### src/rtl/reduce_nway_pipe_pkg.sv
// rtl/reduce_nway_pipe_pkg.sv - operator encoding and padding helper for the N-way reduction pipe
package reduce_nway_pipe_pkg;

  typedef enum logic [1:0] {
    OP_OR  = 2'b00,
    OP_AND = 2'b01,
    OP_XOR = 2'b10,
    OP_NOR = 2'b11
  } op_e;

  // Identity bit used to pad unused tree lanes: all-ones for AND, zero otherwise.
  function automatic logic pad_bit(op_e op);
    return op == OP_AND;
  endfunction

endpackage

### src/rtl/reduce_nway_pipe_if.sv
// rtl/reduce_nway_pipe_if.sv - valid/ready stream and status bundle for the reduction pipe
interface reduce_nway_pipe_if
  import reduce_nway_pipe_pkg::*;
#(
  parameter int N_INPUTS = 8,
  parameter int WIDTH    = 1
);
  logic                      in_valid;
  logic                      in_ready;
  logic [N_INPUTS*WIDTH-1:0] in_data;
  op_e                       in_op;
  logic                      out_valid;
  logic                      out_ready;
  logic [WIDTH-1:0]          out_data;
  logic                      clear_any;
  logic                      any_seen;

  modport master (
    output in_valid, in_data, in_op, out_ready, clear_any,
    input  in_ready, out_valid, out_data, any_seen
  );

  modport slave (
    input  in_valid, in_data, in_op, out_ready, clear_any,
    output in_ready, out_valid, out_data, any_seen
  );
endinterface

### src/rtl/reduce_nway_pipe_node.sv
// rtl/reduce_nway_pipe_node.sv - two-input combinational combiner for one tree lane
module reduce_nway_pipe_node
  import reduce_nway_pipe_pkg::*;
#(
  parameter int WIDTH = 1
) (
  input  op_e              op,
  input  logic [WIDTH-1:0] a,
  input  logic [WIDTH-1:0] b,
  output logic [WIDTH-1:0] y
);
  // NOR combines as OR inside the tree; inversion happens once at the output.
  always_comb begin
    case (op)
      OP_AND:  y = a & b;
      OP_XOR:  y = a ^ b;
      default: y = a | b;
    endcase
  end
endmodule

### src/rtl/reduce_nway_pipe.sv
// rtl/reduce_nway_pipe.sv - pipelined N-way bitwise reduction tree with valid/ready and sticky status
module reduce_nway_pipe
  import reduce_nway_pipe_pkg::*;
#(
  parameter int N_INPUTS = 8,
  parameter int WIDTH    = 1
) (
  input logic              clk,
  input logic              reset,
  reduce_nway_pipe_if.slave bus
);
  localparam int STAGES = $clog2(N_INPUTS);
  localparam int PADDED = 1 << STAGES;

  logic                    advance;
  logic                    accept;
  logic [STAGES-1:0]       vld_d, vld_q;
  op_e                     op_d [STAGES];
  op_e                     op_q [STAGES];
  logic [PADDED*WIDTH-1:0] lvl0;
  logic                    any_d, any_q;

  // Whole-pipe stall: every stage moves together or none does.
  assign advance      = bus.out_ready | ~vld_q[STAGES-1];
  assign accept       = bus.in_valid & advance;
  assign bus.in_ready = advance;

  if (PADDED > N_INPUTS) begin : g_pad
    assign lvl0 = {{((PADDED - N_INPUTS) * WIDTH){pad_bit(bus.in_op)}}, bus.in_data};
  end else begin : g_nopad
    assign lvl0 = bus.in_data;
  end

  always_comb begin
    vld_d = vld_q;
    for (int s = 0; s < STAGES; s++) op_d[s] = op_q[s];
    if (advance) begin
      vld_d[0] = bus.in_valid;
      op_d[0]  = accept ? bus.in_op : op_q[0];
      for (int s = 1; s < STAGES; s++) begin
        vld_d[s] = vld_q[s-1];
        op_d[s]  = op_q[s-1];
      end
    end
  end

  for (genvar s = 0; s < STAGES; s++) begin : g_lvl
    localparam int LANES = PADDED >> (s + 1);
    logic [2*LANES*WIDTH-1:0] src;
    logic [LANES*WIDTH-1:0]   comb;
    logic [LANES*WIDTH-1:0]   dat_d, dat_q;
    op_e                      src_op;

    if (s == 0) begin : g_src
      assign src    = lvl0;
      assign src_op = bus.in_op;
    end else begin : g_src
      assign src    = g_lvl[s-1].dat_q;
      assign src_op = op_q[s-1];
    end

    for (genvar k = 0; k < LANES; k++) begin : g_node
      reduce_nway_pipe_node #(.WIDTH(WIDTH)) u_node (
        .op (src_op),
        .a  (src[(2*k)*WIDTH +: WIDTH]),
        .b  (src[(2*k+1)*WIDTH +: WIDTH]),
        .y  (comb[k*WIDTH +: WIDTH])
      );
    end

    always_comb begin
      dat_d = dat_q;
      if (advance) dat_d = comb;
    end

    always_ff @(posedge clk) begin
      if (reset) dat_q <= '0;
      else       dat_q <= dat_d;
    end
  end

  assign bus.out_valid = vld_q[STAGES-1];
  assign bus.out_data  = (op_q[STAGES-1] == OP_NOR) ? ~g_lvl[STAGES-1].dat_q
                                                    :  g_lvl[STAGES-1].dat_q;

  // A set event in the same cycle as clear_any takes priority.
  always_comb begin
    any_d = any_q;
    if (bus.clear_any) any_d = 1'b0;
    if (bus.out_valid && bus.out_ready && (|bus.out_data)) any_d = 1'b1;
  end
  assign bus.any_seen = any_q;

  always_ff @(posedge clk) begin
    if (reset) begin
      vld_q <= '0;
      for (int s = 0; s < STAGES; s++) op_q[s] <= OP_OR;
      any_q <= 1'b0;
    end else begin
      vld_q <= vld_d;
      for (int s = 0; s < STAGES; s++) op_q[s] <= op_d[s];
      any_q <= any_d;
    end
  end
endmodule

### src/flat_wrapper.sv
// flat-port wrapper written by rule: the top's interface ports become plain ports
module reduce_nway_pipe_flat import reduce_nway_pipe_pkg::*;
#(
  parameter int N_INPUTS = 8,
  parameter int WIDTH    = 1
)
  (clk, reset, bus_in_valid, bus_in_data, bus_in_op, bus_out_ready, bus_clear_any, bus_in_ready, bus_out_valid, bus_out_data, bus_any_seen);
  reduce_nway_pipe_if #(.N_INPUTS(N_INPUTS), .WIDTH(WIDTH)) bus_i ();
  input logic clk;
  input logic reset;
  input wire logic [$bits(bus_i.in_valid)-1:0] bus_in_valid;
  input wire logic [$bits(bus_i.in_data)-1:0] bus_in_data;
  input wire logic [$bits(bus_i.in_op)-1:0] bus_in_op;
  input wire logic [$bits(bus_i.out_ready)-1:0] bus_out_ready;
  input wire logic [$bits(bus_i.clear_any)-1:0] bus_clear_any;
  output wire logic [$bits(bus_i.in_ready)-1:0] bus_in_ready;
  output wire logic [$bits(bus_i.out_valid)-1:0] bus_out_valid;
  output wire logic [$bits(bus_i.out_data)-1:0] bus_out_data;
  output wire logic [$bits(bus_i.any_seen)-1:0] bus_any_seen;
  assign bus_i.in_valid = bus_in_valid;
  assign bus_i.in_data = bus_in_data;
  assign bus_i.in_op = bus_in_op;
  assign bus_i.out_ready = bus_out_ready;
  assign bus_i.clear_any = bus_clear_any;
  assign bus_in_ready = bus_i.in_ready;
  assign bus_out_valid = bus_i.out_valid;
  assign bus_out_data = bus_i.out_data;
  assign bus_any_seen = bus_i.any_seen;
  reduce_nway_pipe #(.N_INPUTS(N_INPUTS), .WIDTH(WIDTH)) u_core (.clk(clk), .reset(reset), .bus(bus_i));
endmodule
### config.mk
export PLATFORM = sky130hd
export DESIGN_NAME = reduce_nway_pipe_flat
export DESIGN_NICKNAME = d
export VERILOG_FILES = /design/src/rtl/reduce_nway_pipe_pkg.sv /design/src/rtl/reduce_nway_pipe_if.sv /design/src/rtl/reduce_nway_pipe_node.sv /design/src/rtl/reduce_nway_pipe.sv /design/src/flat_wrapper.sv
export SDC_FILE = /design/constraint.sdc
export NUM_CORES = 1
export LEC_CHECK = 0
export ABC_AREA = 0
export CORE_AREA = 2 2 63 65
export DETAILED_ROUTE_END_ITERATION = 12
export DIE_AREA = 0 0 65 67
export PLACE_DENSITY_LB_ADDON = 0.2
export SETUP_SLACK_MARGIN = 0.05
export SKIP_LAST_GASP = 1
export SLEW_MARGIN = 40
export SYNTH_ARGS = -nofsm -noshare
export SYNTH_HDL_FRONTEND = slang
export SYNTH_SLANG_ARGS = --single-unit
### constraint.sdc
create_clock -name clk -period 1.9 [get_ports clk]
set_input_delay 0.285 -clock clk [delete_from_list [all_inputs] [get_ports clk]]
set_output_delay 0.285 -clock clk [all_outputs]
set_load 0.02 [all_outputs]
## Word level (Yosys, flattened, before mapping)

Memories as Yosys holds them, arrays and structs flattened.
Cells that the tools add are included.

| storage, ports and cells | value |
|---|---|
| bits in registers | 11 |
| bits in latches | 0 |
| memory bits (writable) | 6 |
| memory bits (read-only) | 0 |
| bits of input ports | 15 |
| word-level logic and storage cells | 62 |
| memories kept | 1 |

Memory list:

| memory | words | width | rd ports | clocked after Yosys merged registers in | write ports | line | RTL |
|---|---|---|---|---|---|---|---|
| u_core.op_q | 3 | 2 | 3 | 0 | 3 | reduce_nway_pipe.sv:19 | `op_e op_q [STAGES];` |

| operators by class | value |
|---|---|
| add/sub/neg operators | 0 |
| multipliers | 0 |
| divide/modulo/power cells | 0 |
| magnitude comparators | 0 |
| equal/unequal tests | 7 |
| shift operators | 0 |
| mux-type cells | 18 |
| bitwise gates (word level) | 28 |
| reduce and logical (&&, ||, !) cells | 3 |

Operators with widths:

| cell | count |
|---|---|
| $pmux 1 s2 | 7 |
| $or 1x1->1 | 11 |
| $and 1x1->1 | 8 |
| $eq 2x2->1 const B | 4 |
| $mux 2 | 4 |
| $xor 1x1->1 | 7 |
| $eq 2x1->1 const B | 3 |
| $mux 1 | 6 |
| $mux 6 | 1 |
| $logic_and 1x1->1 | 2 |
| $not 1->1 | 2 |
| $reduce_bool 2->1 | 1 |

## Depth between registers and ports, before layout

| depth | value |
|---|---|
| depth after elaboration | 6 |
| depth in mapped cells | 6 |
| mapped depth without buffers | 5 |

## Hierarchy

A second synthesis with hierarchy kept.

| second synthesis, totals | value |
|---|---|
| cell total of the unflattened synthesis | 147 |
| area, all modules | 1306.3 um^2 |

Modules (own cells, without submodules):

| module | instances | cells an instance | area each (um^2) | seq. area each (um^2) |
|---|---|---|---|---|
| reduce_nway_pipe | 1 | 77 | 710.7 | 340.3 |
| reduce_nway_pipe_node | 7 | 10 | 85.1 | 0.0 |

## Least setup slack after synthesis

Ideal clock, no wire load.

| timing path | value |
|---|---|
| path kind | reg2reg |
| start | reg u_core.vld_q[2] |
| end | mem u_core.op_q[0][0] (netlist name) |
| setup time | 0.123 ns |
| data arrival time | 1.194 ns |
| data required time | 1.777 ns |
| setup slack | 0.583 ns |
| stages on the path, launching flop included | 5 |
| buffers on the path | 0 |
| path through | dfxtp_1 -> nor2b_4 -> clkinv_1 -> nand3_1 -> a21oi_1 |

RTL lines:

| item | line | RTL |
|---|---|---|
| from (decl) | reduce_nway_pipe.sv:17 | `logic [STAGES-1:0] vld_d, vld_q;` |
| from (signal assigned) | reduce_nway_pipe.sv:100 | `vld_q <= vld_d;` |
| to (decl) | reduce_nway_pipe.sv:19 |  |

## Final worst setup path

| timing path | value |
|---|---|
| start | in bus_out_ready |
| end | out bus_in_ready |

| on the way | value |
|---|---|
| word-level cells in the longest chain between the ends | 1 |

Ends and longest elaborated chain:

| item | line | RTL |
|---|---|---|
| from (decl) | flat_wrapper.sv:14 | `input wire logic [$bits(bus_i.out_ready)-1:0] bus_out_ready;` |
| $or 1x1->1 | reduce_nway_pipe.sv:24 | `assign advance = bus.out_ready \| ~vld_q[STAGES-1];` |
| to (decl) | flat_wrapper.sv:16 | `output wire logic [$bits(bus_i.in_ready)-1:0] bus_in_ready;` |

No other way between the ends.

==> metrics.md <==
| Metric | Value |
|---|---|
| Final Setup Violations | `0` |
| Power Density | `between 600 and 700 nW/um^2` |
| Synth Area in Adders | `0.2350` |
| Die width | `roughly 65 microns` |
| Placed cell area | `1296 sq um` |
| Leakage | `0.6292 nW` |
| CP startpoint kind | `input pin` |
| DR DRC count | `0` |
| Area Growth Syn to Fin | `26.32%` |
| Hold buffers post-CTS | `0` |
| GR Overflow Total | `0` |
| Fmax | `556.5 MHz` |
| DR vias/cell | `approximately 4.4` |
| Headroom to the max-slew limit | `0.7423` |
| Post-Syn Instances | `roughly 130` |
| Synth Cell Area | `1065 sq um` |
| Num ports | `19` |
| Design area | `1345 sq um` |
| CTS tree | `built` |
| Tcrit/Tclk final | `0.9458` |
| TritonCTS Buffers | `3` |
| Setup ws final | `103.1 ps` |
| Critical path arrival | `~1500 ps` |
| VDD IR-drop max | `between 0.15 and 0.2 mV` |
| Synth Area in XOR/XNOR | `0.008226` |
| Die height | `67 microns` |
| Row count | `22` |
| Initial Util | `0.2953` |
| Util after Layout | `0.3730` |
| Share of cells above drive strength 1 | `0.08276` |
| Die ar. | `4355 sq um` |
| Yosys warnings | `0` |
| Post-DRT Antenna Nets | `0` |
| Clk_skew | `1.007 ps` |
| Post-synthesis compound-gate area fraction | `0.2115` |
| Ant. Diodes | `0` |
| Avg WL per Cell | `approximately 9.5 microns` |
| Final cell count without fillers | `193` |
| First-pass GRT wire length | `3463 microns` |
| Max FO, Critical Path | `2` |
| Final Wtd Congestion | `0.6814` |
| Clk_lat worst skew | `250 ps` |
| Netlist cell types | `20` |
| Worst hold slack | `450.0 ps` |
| Setup crit end kind | `output port` |
| CTS root buffer | `clkbuf_8` |
| Simple-gate share of the synthesized area | `0.1152` |
| Final #Nets | `181` |
| Status | `completed` |
| Worst slack at placement | `91.35 ps` |
| RSZ-0062 raised after global routing | `false` |
| Port buffer count | `18` |
| Htree depth | `1` |
| Placed Cells | `189` |
| Core Region | `3606 sq um` |
| Fin Setup TNS | `0 ps` |
| Clock Path Buffers | `2` |
| Final min period | `1797 ps` |
| Worst EP required | `around 1600 ps` |
| Vias in the first global route | `865` |
| Largest net degree at the start of global routing | `23` |
| Initial antenna violation count | `0` |
| Pwr Total | `approximately 0.85 mW` |
| Max Cap Viol | `0` |
| Mux cell area share after synthesis | `0` |
| Total track usage | `0.1019` |
| Slew @ Worst Pin | `385.4 ps` |
| Syn nets | `160` |
| Iter 0 DRT Violations | `22` |
| Via count | `approximately 850` |
| Syn Area/Cell | `around 8.5 sq um` |
| First-pass iteration count of the detailed router | `2` |
| Final hold vios | `0` |
| HPWL after DPL | `1491 microns` |
| Hold/Removal Path Class | `reg -> reg` |
| # clock sinks | `17` |
| Register area share after synthesis | `0.3196` |
| Setup CP Type | `in -> out` |
| Routed WL | `~1800 microns` |
| Largest family of logic cells by synthesized area | `adder cells` |
| Max Slew Vio Count | `0` |
| Clock transition at path regs | `60 ps` |
| Seq cells post-synth | `17` |
[final timing paths]
path                            slack, ps                            from                                  to  cells past startpoint
worst max-delay path                  100                   bus_out_ready                        bus_in_ready                      4
worst min register to register        450    u_core.vld_q[1]$_SDFFE_PP0P_        u_core.vld_q[1]$_SDFFE_PP0P_                      2
worst min-delay path                  450    u_core.vld_q[1]$_SDFFE_PP0P_        u_core.vld_q[1]$_SDFFE_PP0P_                      2
worst max register to register        550  u_core.op_q[0][2]$_SDFFE_PP0P_  u_core.g_lvl[2].dat_q$_SDFFE_PP0P_                      5
[power breakdown]
part	leakage (nW)	internal (mW)	total (mW)	switching (mW)
combinational	0.464	0.0968	0.181	0.0847
sequential	0.140	0.382	0.401	0.0186
clock	0.0255	0.145	0.266	0.120
[registers in the layout, indices dropped and copies added (netlist names)]
| signal | count |
|---|---|
| u_core.bus.any_seen | 1 |
| u_core.vld_q | 3 |
| u_core.g_lvl.dat_q | 7 |
| u_core.op_q | 6 |
[critical path, stage by stage]
cell	delay (ps)
clkdlybuf4s50_1	530
nor2b_4	50
clkinv_1	60
clkdlybuf4s50_1	590
[routing by layer]
metal,vias to the layer above,global-route usage,part of all wire,wire (microns)
li1,455,-,-,-
met1,378,0.1184,0.46,847
met2,13,0.1753,0.48,889
met3,5,0.01014,0.022,40
met4,0,0.07181,0.032,58
met5,-,0,0,0
[cell usage in the layout (no fill, tap or decap)]
| cell | instances |
|---|---|
| inv_1 | 22 |
| nand2_1 | 20 |
| ha_1 | 20 |
| clkdlybuf4s50_1 | 17 |
| dfxtp_1 | 17 |
| a21oi_1 | 11 |
| a221oi_1 | 6 |
| a211o_1 | 6 |
| a21oi_2 | 4 |
| nor2_1 | 3 |
| clkbuf_8 | 3 |
| buf_4 | 3 |
| nand3_1 | 2 |
| o21ai_0 | 2 |
| nor2b_4 | 1 |
| clkinv_1 | 1 |
| xnor2_1 | 1 |
| a221o_1 | 1 |
| nor3_1 | 1 |
| nor3b_1 | 1 |
| a41o_1 | 1 |
| clkinv_2 | 1 |
| dlymetal6s2s_1 | 1 |
[final cells by class]
class / count / area (sq um)
clock buffer: 3 / 41.29
clock inverter: 1 / 5.005
fill: 380 / 2261
inverter: 23 / 86.33
multi-input combinational: 80 / 606.8
sequential: 17 / 340.3
tap: 48 / 60.06
timing repair buffer: 21 / 205.2
[kinds of logic (layout without fill, tap and decap cells)]
family                   count (synthesis)  count (layout)
flip-flops                              17              17
adder cells (fa/ha/maj)                 20              20
AND/OR/NAND/NOR                         28              28
XOR/XNOR                                 1               1
AO/OA/AOI/OAI                           31              31
buffers and inverters                   28              48
[cells in the mapped netlist]
cell type / n / area [sq um]
nand2_1: 20 / 75.07
a221o_1: 1 / 10.01
nor3_1: 1 / 5.000
a21oi_1: 11 / 55.05
inv_1: 22 / 82.58
nor3b_1: 1 / 7.510
nor2b_4: 1 / 13.76
a21oi_2: 4 / 35.03
o21ai_0: 2 / 10.01
buf_2: 4 / 20.02
dfxtp_1: 17 / 340.3
a41o_1: 1 / 10.01
nor2_1: 3 / 11.26
ha_1: 20 / 250.2
a211o_1: 6 / 52.55
a221oi_1: 6 / 52.55
xnor2_1: 1 / 8.760
clkinv_1: 1 / 3.750
buf_6: 1 / 11.26
nand3_1: 2 / 10.01
[repair_timing]
action	4_1_cts	5_1_grt
setup buffers	0	0
resized for setup	0	1
setup endpoints to repair	0	1
No activity file was read; power rests on OpenSTA's default activity.
==> RTL edit, RTL diff (same flow settings) <==
`N_INPUTS` is set to 8 in 3 places; all go to 16.
--- a/src/rtl/reduce_nway_pipe_if.sv
+++ b/src/rtl/reduce_nway_pipe_if.sv
@@ -3,5 +3,5 @@
   import reduce_nway_pipe_pkg::*;
 #(
-  parameter int N_INPUTS = 8,
+  parameter int N_INPUTS = 16,
   parameter int WIDTH    = 1
 );
--- a/src/rtl/reduce_nway_pipe.sv
+++ b/src/rtl/reduce_nway_pipe.sv
@@ -3,5 +3,5 @@
   import reduce_nway_pipe_pkg::*;
 #(
-  parameter int N_INPUTS = 8,
+  parameter int N_INPUTS = 16,
   parameter int WIDTH    = 1
 ) (
--- a/src/flat_wrapper.sv
+++ b/src/flat_wrapper.sv
@@ -2,5 +2,5 @@
 module reduce_nway_pipe_flat import reduce_nway_pipe_pkg::*;
 #(
-  parameter int N_INPUTS = 8,
+  parameter int N_INPUTS = 16,
   parameter int WIDTH    = 1
 )
Ports: changed (resized bus_in_data); port bits go from 19 to 27. The function was not compared with the original's and may differ.
==> RTL edit against the original RTL <==
- total power rose by 71%
- wire length rose by 66%
- synthesized area rose by 80%
- design area rose by 69%
- sequential share of layout area fell by 0.66 points
- sequential power rose by 66%
- clock power rose by 73%
- setup slack got worse by 0.0079 ns
- sequential cell count rose by 11
- critical path type unchanged
- highest routed layer unchanged
==> RTL edit: results (changes against the original RTL) <==
GRT Resource Usage Total: 16.5% (+6.3 points)
first-pass GRT wire length: 5.75 mm (+66%)
input/output buffers: 26 (+8)
Synth Area in Compound Gates: 23.8% (+2.6 points)
status: completed
worst flop-to-flop path endpoint: u_core.g_lvl[1].dat_q[3]$_SDFFE_PP0P_
pin count of the biggest net entering global routing: 42 (+83%)
Area contributors post-synth: dfxtp_1 29%, ha_1 25%, inv_1 8.0%
Vias: 1,463 (+72%)
RR Startpoint: u_core.op_q[0][0]$_SDFFE_PP0P_
Rel. slew slack: 73.1% (-1.1 points)
Final Wtd Congestion: 0.740 (+8.6%)
Final #Nets: 307 (+70%)
1st-iter DRT viols: 61 (+180%)
Final HPWL DP: 2.36 mm (+58%)
final clock skew: 0.00457 ns (+0.00356 ns)
Syn Nets: 282 (+76%)
final WL: 3.05 mm (+66%)
XOR/XNOR Fraction of Synth Area: 0.458% (-0.36 points)
flop-to-flop setup slack: 0.50 ns (-0.05 ns)
vias in the first global route: 1,358 (+57%)
final hold slack: 0.457 ns (+0.00686 ns)
static leakage: 0.00108 uW (+71%)
DRT Pass-1 Iters: 4 (+2)
Worst-Skew Late Latency: 0.27 ns (+0.02 ns)
layout cells sized above 1: 10.2% (+1.9 points)
min-delay src: u_core.vld_q[2]$_SDFFE_PP0P_
post-synthesis sequential area ratio: 29.3% (-2.6 points)
worst ir drop on vdd: 0.000290 V (+56%)
[RTL edit: logic make-up (layout without fill, tap and decap cells)]
kind of cell	Yosys count	after routing
adder cells (fa/ha/maj)	38	38
buffers and inverters	54	78
flip-flops	28	28
AO/OA/AOI/OAI	58	58
AND/OR/NAND/NOR	42	42
XOR/XNOR	1	1
[RTL edit: timing repair]
| action | in CTS | in global routing |
|---|---|---|
| setup buffers | 0 | 0 |
| gates resized for setup | 0 | 1 |
| setup endpoints to repair | 0 | 1 |
| hold buffers | 0 | 0 |
[RTL edit: worst max-delay path by stage]
stage / startpoint / to / depth (start not counted) / slack, ns
6_report: bus_out_ready / bus_in_ready / 4 / 0.1
5_1_grt: bus_out_ready / bus_in_ready / 4 / 0.06
4_1_cts: u_core.op_q[0][6]$_SDFFE_PP0P_ / bus_out_data / 3 / 0.06
3_3_place_gp: bus_out_ready / bus_in_ready / 4 / 0.1
2_1_floorplan: u_core.op_q[0][0]$_SDFFE_PP0P_ / u_core.g_lvl[1].dat_q[3]$_SDFFE_PP0P_ / 6 / 0.57
3_5_place_dp: bus_in_op[0] / u_core.g_lvl[0].dat_q[1]$_SDFFE_PP0P_ / 7 / 0.05
[RTL edit: area by class of cell]
cell class,instances,area [sq um]
clock buffer,3,41.3
inverter,41,154
tap,48,60.1
timing repair buffer,33,315
sequential,28,561
clock inverter,1,30.0
multi-input combinational,139,1110
fill,327,1330
[RTL edit: through the flow]
step	cells	power (uW)	instance area (sq um)	setup slack, ns	util [%]
after CTS	293	1480	2270	0.0589	63.0
after detailed placement	289	1010	2200	0.0450	61.0
after global routing	293	1560	2270	0.0615	63.1
final	293	1450	2270	0.0951	63.1
after global placement	289	1000	2200	0.0996	61.0
after floorplan	221	899	1910	0.566	-
[RTL edit: critical path: stages]
cell and delay [ns]:
clkdlybuf4s50_1 0.53, nor2b_4 0.05, inv_1 0.06, clkdlybuf4s50_1 0.59
[RTL edit: power breakdown]
part | internal [uW] | switching [uW]
combinational | 176 | 151
sequential | 632 | 33.2
clock | 282 | 177
[RTL edit: layer usage]
metal	vias to the layer above	track usage (%)	routed length [um]
met5	-	0	0
met4	0	6.38	34
met3	2	1.69	69
met2	25	28.5	1480
met1	645	21.1	1470
li1	791	-	-
